### src/rtl/definition.sv
// definition: shared ifmap/weight width, row FSM state type and
// a saturation helper used by the pe_row_n convolution row.
package definition;

  localparam int width = 8;

  typedef enum logic [1:0] {
    IDLE,
    LOAD_W,
    STREAM,
    DRAIN
  } pe_row_state_t;

  // Clamp v into the signed range of an ow-bit word.
  function automatic logic signed [63:0] sat_clip(
    input logic signed [63:0] v,
    input int                 ow
  );
    logic signed [63:0] hi;
    logic signed [63:0] lo;
    hi = (64'sd1 <<< (ow - 1)) - 64'sd1;
    lo = -(64'sd1 <<< (ow - 1));
    if (v > hi) return hi;
    if (v < lo) return lo;
    return v;
  endfunction

endpackage

### src/rtl/pe_mac.sv
// pe_mac: one PE of the row. Holds a stationary weight and one
// window tap; ports: shift/clear controls, chain in/out, product.
module pe_mac
  import definition::*;
#(
  parameter int DW = width
) (
  input  logic                   clk,
  input  logic                   rst,
  input  logic                   w_sh,
  input  logic [DW-1:0]          w_in,
  output logic [DW-1:0]          w_out,
  input  logic                   x_sh,
  input  logic                   x_clr,
  input  logic [DW-1:0]          x_in,
  output logic [DW-1:0]          x_out,
  output logic signed [2*DW-1:0] prod
);

  logic [DW-1:0]   w_q, w_d;
  logic [DW-1:0]   x_q, x_d;
  logic [2*DW-1:0] w_ext;
  logic [2*DW-1:0] x_ext;

  always_comb begin
    w_d = w_q;
    if (w_sh) w_d = w_in;
    x_d = x_q;
    if (x_clr)     x_d = '0;
    else if (x_sh) x_d = x_in;
  end

  always_ff @(posedge clk) begin
    if (rst) begin
      w_q <= '0;
      x_q <= '0;
    end else begin
      w_q <= w_d;
      x_q <= x_d;
    end
  end

  // Sign-extend both operands; the low 2*DW bits of the
  // product are then the exact signed result.
  assign w_ext = {{DW{w_q[DW-1]}}, w_q};
  assign x_ext = {{DW{x_q[DW-1]}}, x_q};
  assign prod  = $signed(w_ext * x_ext);
  assign w_out = w_q;
  assign x_out = x_q;

endmodule

### src/rtl/pe_row_n.sv
// pe_row_n: NUM_PE-tap signed 1-D convolution row with serial
// weight load, valid/ready streams and psum chaining.
// Ports: clk, rst (sync, high), en, weight stream (i_w_valid,
// i_w, o_w_ready), ifmap stream (i_valid, i_r, i_psum, i_last,
// o_ready), result stream (o_valid, o_psum, i_ready), o_done.
// Macro PE_ROW_SAT_EN: saturate the sum to OUT_W bits instead
// of wrapping.
module pe_row_n
  import definition::*;
#(
  parameter int NUM_PE = 4,
  parameter int DW     = width,
  parameter int OUT_W  = 2 * DW
) (
  input  logic             clk,
  input  logic             rst,
  input  logic             en,
  input  logic             i_w_valid,
  input  logic [DW-1:0]    i_w,
  output logic             o_w_ready,
  input  logic             i_valid,
  input  logic [DW-1:0]    i_r,
  input  logic [OUT_W-1:0] i_psum,
  input  logic             i_last,
  output logic             o_ready,
  output logic             o_valid,
  output logic [OUT_W-1:0] o_psum,
  input  logic             i_ready,
  output logic             o_done
);

  localparam int ACC_W = 2 * DW + $clog2(NUM_PE) + 1;
  localparam int CW    = $clog2(NUM_PE + 1);
  localparam logic [CW-1:0] FULL = CW'(NUM_PE);

  pe_row_state_t    state_q, state_d;
  logic [CW-1:0]    wcnt_q, wcnt_d;
  logic [CW-1:0]    fill_q, fill_d;
  logic [CW-1:0]    fill_inc;
  logic             loaded_q, loaded_d;
  logic             v1_q, v1_d;
  logic [OUT_W-1:0] psum_q, psum_d;
  logic             o_valid_q, o_valid_d;
  logic [OUT_W-1:0] o_psum_q, o_psum_d;
  logic             o_done_q, o_done_d;

  logic w_sh, x_sh, x_clr;
  logic w_acc, x_acc;

  logic [DW-1:0]          w_chain [NUM_PE+1];
  logic [DW-1:0]          x_chain [NUM_PE+1];
  logic signed [2*DW-1:0] prod    [NUM_PE];
  logic signed [ACC_W-1:0] acc;
  logic [OUT_W-1:0]        red;

  // Weights enter at the top PE and shift down, so after
  // NUM_PE beats w[0] sits in PE 0. Samples enter at PE 0.
  assign w_chain[NUM_PE] = i_w;
  assign x_chain[0]      = i_r;

  for (genvar k = 0; k < NUM_PE; k++) begin : g_pe
    pe_mac #(.DW(DW)) u_pe (
      .clk   (clk),
      .rst   (rst),
      .w_sh  (w_sh),
      .w_in  (w_chain[k+1]),
      .w_out (w_chain[k]),
      .x_sh  (x_sh),
      .x_clr (x_clr),
      .x_in  (x_chain[k]),
      .x_out (x_chain[k+1]),
      .prod  (prod[k])
    );
  end

  always_comb begin
    acc = {{(ACC_W-OUT_W){psum_q[OUT_W-1]}}, psum_q};
    for (int k = 0; k < NUM_PE; k++) begin
      acc = acc +
        {{(ACC_W-2*DW){prod[k][2*DW-1]}}, prod[k]};
    end
  end

`ifdef PE_ROW_SAT_EN
  logic signed [63:0] clip;
  always_comb begin
    clip = sat_clip(64'(acc), OUT_W);
    red  = clip[OUT_W-1:0];
  end
  logic unused_hi;
  assign unused_hi = ^{clip[63:OUT_W], w_chain[0],
                       x_chain[NUM_PE]};
`else
  assign red = acc[OUT_W-1:0];
  logic unused_hi;
  assign unused_hi = ^{acc[ACC_W-1:OUT_W], w_chain[0],
                       x_chain[NUM_PE]};
`endif

  assign fill_inc = (fill_q == FULL) ? FULL
                                     : fill_q + 1'b1;

  always_comb begin
    state_d   = state_q;
    wcnt_d    = wcnt_q;
    fill_d    = fill_q;
    loaded_d  = loaded_q;
    v1_d      = v1_q;
    psum_d    = psum_q;
    o_valid_d = o_valid_q;
    o_psum_d  = o_psum_q;
    o_done_d  = 1'b0;
    o_w_ready = 1'b0;
    o_ready   = 1'b0;
    w_sh      = 1'b0;
    x_sh      = 1'b0;
    x_clr     = 1'b0;

    unique case (state_q)
      IDLE: begin
        o_w_ready = 1'b1;
        // a weight beat takes priority over a new row
        o_ready   = loaded_q & ~i_w_valid;
      end
      LOAD_W: o_w_ready = 1'b1;
      STREAM: o_ready = ~o_valid_q | i_ready;
      default: ;
    endcase

    w_acc = en & i_w_valid & o_w_ready;
    x_acc = en & i_valid & o_ready;

    // Stage 1 (window + sampled psum) moves into the
    // output register whenever that register is free.
    if (en & v1_q & (~o_valid_q | i_ready)) begin
      o_valid_d = 1'b1;
      o_psum_d  = red;
      v1_d      = 1'b0;
    end else if (en & o_valid_q & i_ready) begin
      o_valid_d = 1'b0;
    end

    if (x_acc) begin
      x_sh    = 1'b1;
      psum_d  = i_psum;
      fill_d  = fill_inc;
      v1_d    = (fill_inc == FULL);
      state_d = i_last ? DRAIN : STREAM;
    end

    unique case (state_q)
      IDLE: begin
        if (w_acc) begin
          w_sh     = 1'b1;
          wcnt_d   = CW'(1);
          loaded_d = 1'b0;
          state_d  = LOAD_W;
        end
      end
      LOAD_W: begin
        if (w_acc) begin
          w_sh = 1'b1;
          if (wcnt_q == FULL - 1'b1) begin
            wcnt_d   = '0;
            loaded_d = 1'b1;
            state_d  = STREAM;
          end else begin
            wcnt_d = wcnt_q + 1'b1;
          end
        end
      end
      DRAIN: begin
        if (en & ~v1_q & (~o_valid_q | i_ready)) begin
          state_d  = IDLE;
          o_done_d = 1'b1;
          x_clr    = 1'b1;
          fill_d   = '0;
        end
      end
      default: ;
    endcase
  end

  always_ff @(posedge clk) begin
    if (rst) begin
      state_q   <= IDLE;
      wcnt_q    <= '0;
      fill_q    <= '0;
      loaded_q  <= 1'b0;
      v1_q      <= 1'b0;
      psum_q    <= '0;
      o_valid_q <= 1'b0;
      o_psum_q  <= '0;
      o_done_q  <= 1'b0;
    end else if (en) begin
      state_q   <= state_d;
      wcnt_q    <= wcnt_d;
      fill_q    <= fill_d;
      loaded_q  <= loaded_d;
      v1_q      <= v1_d;
      psum_q    <= psum_d;
      o_valid_q <= o_valid_d;
      o_psum_q  <= o_psum_d;
      o_done_q  <= o_done_d;
    end
  end

  assign o_valid = o_valid_q;
  assign o_psum  = o_psum_q;
  assign o_done  = o_done_q;

endmodule

### config.mk
export PLATFORM = sky130hd
export DESIGN_NAME = pe_row_n
export DESIGN_NICKNAME = d
export VERILOG_FILES = /design/src/rtl/definition.sv /design/src/rtl/pe_mac.sv /design/src/rtl/pe_row_n.sv
export SDC_FILE = /design/constraint.sdc
export NUM_CORES = 1
export LEC_CHECK = 0
export ABC_AREA = 1
export ABC_CLOCK_PERIOD_IN_PS = 15400
export BUFFER_PORTS_ARGS = -buffer_cell sky130_fd_sc_hd__buf_2
export CELL_PAD_IN_SITES_DETAIL_PLACEMENT = 0
export CELL_PAD_IN_SITES_GLOBAL_PLACEMENT = 1
export CORE_MARGIN = 2
export CORE_UTILIZATION = 50
export DETAILED_ROUTE_END_ITERATION = 12
export GPL_TIMING_DRIVEN = 1
export PLACE_DENSITY = 0.85
export SYNTH_ARGS = -nofsm -noshare
export SYNTH_HDL_FRONTEND = slang
export SYNTH_SLANG_ARGS = --single-unit
### constraint.sdc
create_clock -name clk -period 15.4 [get_ports clk]
set_clock_uncertainty 0.05 [all_clocks]
set_input_delay 1.54 -clock clk [delete_from_list [all_inputs] [get_ports clk]]
set_output_delay 1.54 -clock clk [all_outputs]
set_load 0.03 [all_outputs]
==> impl_metrics.ini, run 1 <==
[grt]
globalRouteOverflowTotal = 0
grt_use_total_pct = 24.4
grt_pass1_wl_um = 59600
antenna_found_initial = 0
grt_pass1_vias = 11740
grt_max_degree = 66

[drt]
drc = 0
vias = 11194
final_antenna_net_count = 0
wire_per_inst_um = 15.5
first_pass_iters = 5
drt_iter0_drc = 724
via_per_inst = 4.91
totalWireLength_um = 35500

[finish]
diodes = 0
mostFrequentLayoutCells = inv_1 (546), nand2_1 (386), fa_1 (308)
instances_no_fill = 2282
layout.nets = 2325
area_delta_synth_final_pct = 4.54
final_common_cell = inv_1
drive_gt1_share_pct = 5.67
final_area_mm2 = 0.0160

[critical_path]
cp_max_fo = 9
ff2ff_path_depth = 23
cp_cell_sequence = nand2_1 > inv_1 > fa_1 > fa_1 > fa_1 > inv_1 > fa_1 > inv_1 > fa_1 > fa_1 > fa_1 > fa_1 > ha_1 > nand2_1 > or2_2 > nand4_1 > nand2_1 > nand2_1 > nand2_1 > nand3_1 > nand3_1 > o211ai_1 > inv_1
crit_type = reg -> reg
cp-end-kind = register
cpMostUsedCell = fa_1
r2r_end = o_psum[14]
crit_arrival_ps = 7030
crit_buf_inv = 4
startpoint_type = register
r2r_slack_ps = 8600
crit_family = adder cells
crit_slowest_cell = fa_1
worstPathRequired_ps = 15630
slowest_delay_ps = 610
worstReg2RegStart = g_pe[3].u_pe.x_out[1]

[sta]
timing_worst_slew_pin_value_ps = 1080
whs_ps = 409
period_needed_ps = 6800
setup_viol = 0
period_share_pct = 44.2
slew_viol_final = 0
max-slew-margin-rel_pct = 27.7
rsz0062_at_grt = false
fin_setup_tns_ps = 0
fmax_ghz = 0.147
final-hold-violation-count = 0

[worst_hold_path]
hp-class = reg -> reg
hold_path_depth = 2
hp-start = wcnt_q[2]
min_to = wcnt_q[2]

[pwr]
power_leakage_nw = 8.54
ir_worst_vdd_uv = 51.0
seqPwrFrac_pct = 52.9
combPwrFrac_pct = 4.9
pwr-share-clk_pct = 42.2
p_sw_share_pct = 29.1
power_density_mw_per_mm2 = 36.1
switchingPower_mw = 0.168
p_int_mw = 0.409

[outcome]
outcome = completed

[synthesis]
synth-async-reset-ratio_pct = 0
avgSynthCellArea_um2 = 8.05
synth_ff_type = dfxtp_1
syn_area_mm2 = 0.0153
synth_edf_count = 0
synth_seq_area_share_pct = 14.2
synth_cell_type_count = 39
synth_nets = 2342
syn_inst = 1898
yosysWarnings = 0
ys_seq_elements = 108

[floorplanning]
rows = 64
core_region_area_mm2 = 0.0303
initial_utilization_pct = 50.3
die_h_um = 179
die_w_um = 179
ios = 59
dieArea_mm2 = 0.0320

[clocking]
cts_resized = 0
clock-sinks = 108
cts_tree = done
clk_latency_ps = 380
cts_buffer_depth = 2
htree_num_levels = 3
ctsHoldBuffers = 0
clkSlewWorstSetupHoldPaths_ps = 90
cts_inserted_buffers = 9
post_cts_buffers = 0
root_buffer = clkbuf_16

[placement]
io_buffers = 58
finalWeightedCongestion = 0.839
place_area_mm2 = 0.0157
dp.final_hpwl_um = 28600
dp_cells = 2266

[job]
drv_cap = 0
[cells in the mapped netlist, types with 3 or more instances]
master	number	area share (%)
inv_1	546	13
nand2_1	386	9.5
fa_1	308	40
nor2_1	155	3.8
dfxtp_1	108	14
ha_1	97	7.9
clkbuf_1	75	1.8
o21ai_0	67	2.2
a21oi_1	49	1.6
nand3_1	23	0.75
or2_2	11	0.45
xnor2_1	9	0.52
a211oi_2	7	0.57
buf_6	7	0.52
xor2_1	6	0.34
buf_2	4	0.13
buf_4	4	0.20
nand3b_1	4	0.20
o21ai_1	3	0.098
[worst max path at each step]
| stage | from | to | slack [ps] | depth (start not counted) |
|---|---|---|---|---|
| after floorplan | g_pe[3].u_pe.w_out[7] | o_psum[14] | 9040 | 26 |
| after global routing | g_pe[3].u_pe.x_out[1] | o_psum[14] | 8250 | 23 |
| final | g_pe[3].u_pe.x_out[1] | o_psum[14] | 8600 | 23 |
| after CTS | g_pe[3].u_pe.x_out[1] | o_psum[14] | 8610 | 23 |
| after detailed placement | g_pe[3].u_pe.x_out[1] | o_psum[14] | 8650 | 23 |
| after global placement | g_pe[3].u_pe.x_out[1] | o_psum[14] | 8680 | 23 |
[cell type report]
class                   count  area, um2
clock buffers              10        229
fillers                  2865      14400
inverters                 551       2070
well taps                 396        495
flip-flops and latches    108       2160
clock inverters             6       58.8
repair buffers             62        320
multi-input cells        1149      10600
[worst reg2reg max path, delay by kind of cell (launching register included)]
family,cells,cell delay [ps]
fa+ha+maj,9,4480
compound gates,1,90
simple gates,9,980
flops,1,590
buf+inv,4,520
[cells by family after synthesis]
logic type | synth area share [%]
buffers and inverters | 16.2
AND/OR/NAND/NOR | 15.2
adder cells (fa/ha/maj) | 48.3
AO/OA/AOI/OAI | 5.23
flip-flops | 14.2
XOR/XNOR | 0.860
[metrics by stage]
stage,util [%],setup WS (ps),total power [mW]
after detailed placement,51.7,8650,0.340
after global routing,52.6,8250,0.597
final,52.6,8600,0.577
after CTS,52.6,8610,0.581
after global placement,51.7,8680,0.339
after floorplan,-,9040,0.322
[power groups by stage]
stage	combinational (mW)	sequential (mW)	clock, mW
after floorplan	0.0284	0.293	0
after global placement	0.0279	0.311	0
after detailed placement	0.0284	0.311	0
after CTS	0.0285	0.305	0.248
after global routing	0.0318	0.307	0.259
final	0.0284	0.305	0.243
[flip-flops by register name, indices dropped and copies added, names as in the netlist]
register / count
fill_q: 3
g_pe.u_pe.w_out: 32
g_pe.u_pe.x_out: 32
loaded_q: 1
o_done: 1
o_psum: 16
o_valid: 1
psum_q: 16
state_q: 2
v1_q: 1
wcnt_q: 3
[per-layer routing]
layer | share of wire, % | global-route usage, %
met5 | 0 | 0
met1 | 43 | 32.9
met2 | 50 | 41.7
met3 | 4.3 | 2.23
met4 | 2.6 | 7.62
Note: power is estimated with default switching activity, not from simulation.
==> run 2, diff against run 1 <==
ABC_CLOCK_PERIOD_IN_PS = 6800   (was 15400)
CORE_UTILIZATION = 49   (was 50)
PLACE_DENSITY = 0.84   (was 0.85)
clock period = 6.8 ns   (was 15.4 ns; I/O delays follow)
==> impl_metrics.ini, run 2 (same netlist as run 1, synthesis figures left out) <==
[outcome]
outcome = completed

[drt]
via_per_inst = 4.93
drt_iter0_drc = 664
wire_per_inst_um = 16.1
vias = 11425
drc = 0
final_antenna_net_count = 0
first_pass_iters = 5
totalWireLength_um = 37300

[sta]
max-slew-margin-rel_pct = 30.8
setup_viol = 0
period_needed_ps = 6510
slew_viol_final = 0
fmax_ghz = 0.154
fin_setup_tns_ps = 0
final-hold-violation-count = 0
whs_ps = 402
period_share_pct = 95.7
timing_worst_slew_pin_value_ps = 1030

[pwr]
p_sw_share_pct = 28.4
power_leakage_nw = 8.73
switchingPower_mw = 0.385
seqPwrFrac_pct = 50.6
pwr-share-clk_pct = 43.3
ir_worst_vdd_uv = 123
p_int_mw = 0.970
p_total_mw = 1.35
combPwrFrac_pct = 6.1
power_density_mw_per_mm2 = 83.0

[clocking]
clk_latency_ps = 380
post_cts_buffers = 0
cts_resized = 0
ctsHoldBuffers = 0
clock-sinks = 108
clkSlewWorstSetupHoldPaths_ps = 90
cts_buffer_depth = 2
cts_inserted_buffers = 9
cts_tree = done
root_buffer = clkbuf_16
htree_num_levels = 3

[grt]
grt_pass1_wl_um = 62500
globalRouteOverflowTotal = 0
antenna_found_initial = 0
grt_pass1_vias = 12161
grt_use_total_pct = 24.4
grt_max_degree = 66

[critical_path]
startpoint_type = register
crit_arrival_ps = 6740
crit_type = reg -> reg
cp-end-kind = register
worstPathRequired_ps = 7030
cp_max_fo = 9

[finish]
instances_no_fill = 2317
area_delta_synth_final_pct = 6.85
final_common_cell = inv_1
diodes = 0
drive_gt1_share_pct = 9.37
layout.nets = 2360
mostFrequentLayoutCells = inv_1 (541), nand2_1 (385), fa_1 (306)

[placement]
dp.final_hpwl_um = 30300
finalWeightedCongestion = 0.837
io_buffers = 58
dp_cells = 2301

[floorplanning]
dieArea_mm2 = 0.0326
rows = 64
die_w_um = 181
initial_utilization_pct = 49.8
ios = 59
die_h_um = 181
core_region_area_mm2 = 0.0307

[worst_hold_path]
hp-class = reg -> reg

[job]
drv_cap = 0
[run 2: layout make-up]
| cell class | count | area, um2 |
|---|---|---|
| Clock buffer | 9 | 225 |
| Clock inverter | 7 | 85.1 |
| Fill cell | 2948 | 14300 |
| Inverter | 551 | 2080 |
| Multi-Input combinational cell | 1149 | 10700 |
| Sequential cell | 108 | 2200 |
| Tap cell | 396 | 495 |
| Timing Repair Buffer | 97 | 583 |
[run 2: layer usage]
layer,GRT usage [%],part of all wire (%),up-vias
met4,8.03,2.9,0
met1,33.5,44,5727
li1,-,-,5407
met5,0,0,-
met2,40.7,49,242
met3,2.43,4.1,49
[run 2: critical path, cell delays in order (launching register included)]
cell and delay, ps:
dfxtp_1 430, buf_4 230, nand2_1 90, fa_1 530
fa_1 580, fa_1 440, fa_1 610, fa_1 460
fa_1 520, fa_1 440, fa_1 500, inv_1 40
ha_1 320, a21oi_1 130, and2_1 220, inv_1 80
a21oi_1 160, inv_1 80, a31oi_1 190, xor2_1 90
o21ai_0 160, inv_1 60
[run 2: final timing paths]
| kind | startpoint | end | slack (ps) | cells past startpoint |
|---|---|---|---|---|
| worst min register to register | wcnt_q[2] | wcnt_q[2] | 400 | 2 |
| worst max register to register | g_pe[1].u_pe.x_out[1] | o_psum[13] | 290 | 21 |
| worst max-delay path | g_pe[1].u_pe.x_out[1] | o_psum[13] | 290 | 21 |
| worst min-delay path | wcnt_q[2] | wcnt_q[2] | 400 | 2 |
[run 2: power by group through the flow]
stage	Clock, mW	Combinational (mW)	Sequential [mW]
floorplan	0	0.0643	0.664
global placement	0	0.0823	0.698
detailed placement	0	0.0831	0.699
CTS	0.598	0.0831	0.684
global route	0.621	0.0922	0.688
finish	0.586	0.0832	0.685
[run 2: per-stage QoR]
step / setup slack [ps] / cell area, um2 / utilization [%]
finish: 292 / 16300 / 53.2
detailed placement: 105 / 15900 / 52.0
CTS: 65.2 / 16300 / 53.0
global placement: 114 / 15900 / 52.0
global route: -45.2 / 16300 / 53.2
floorplan: 440 / 15300 / -
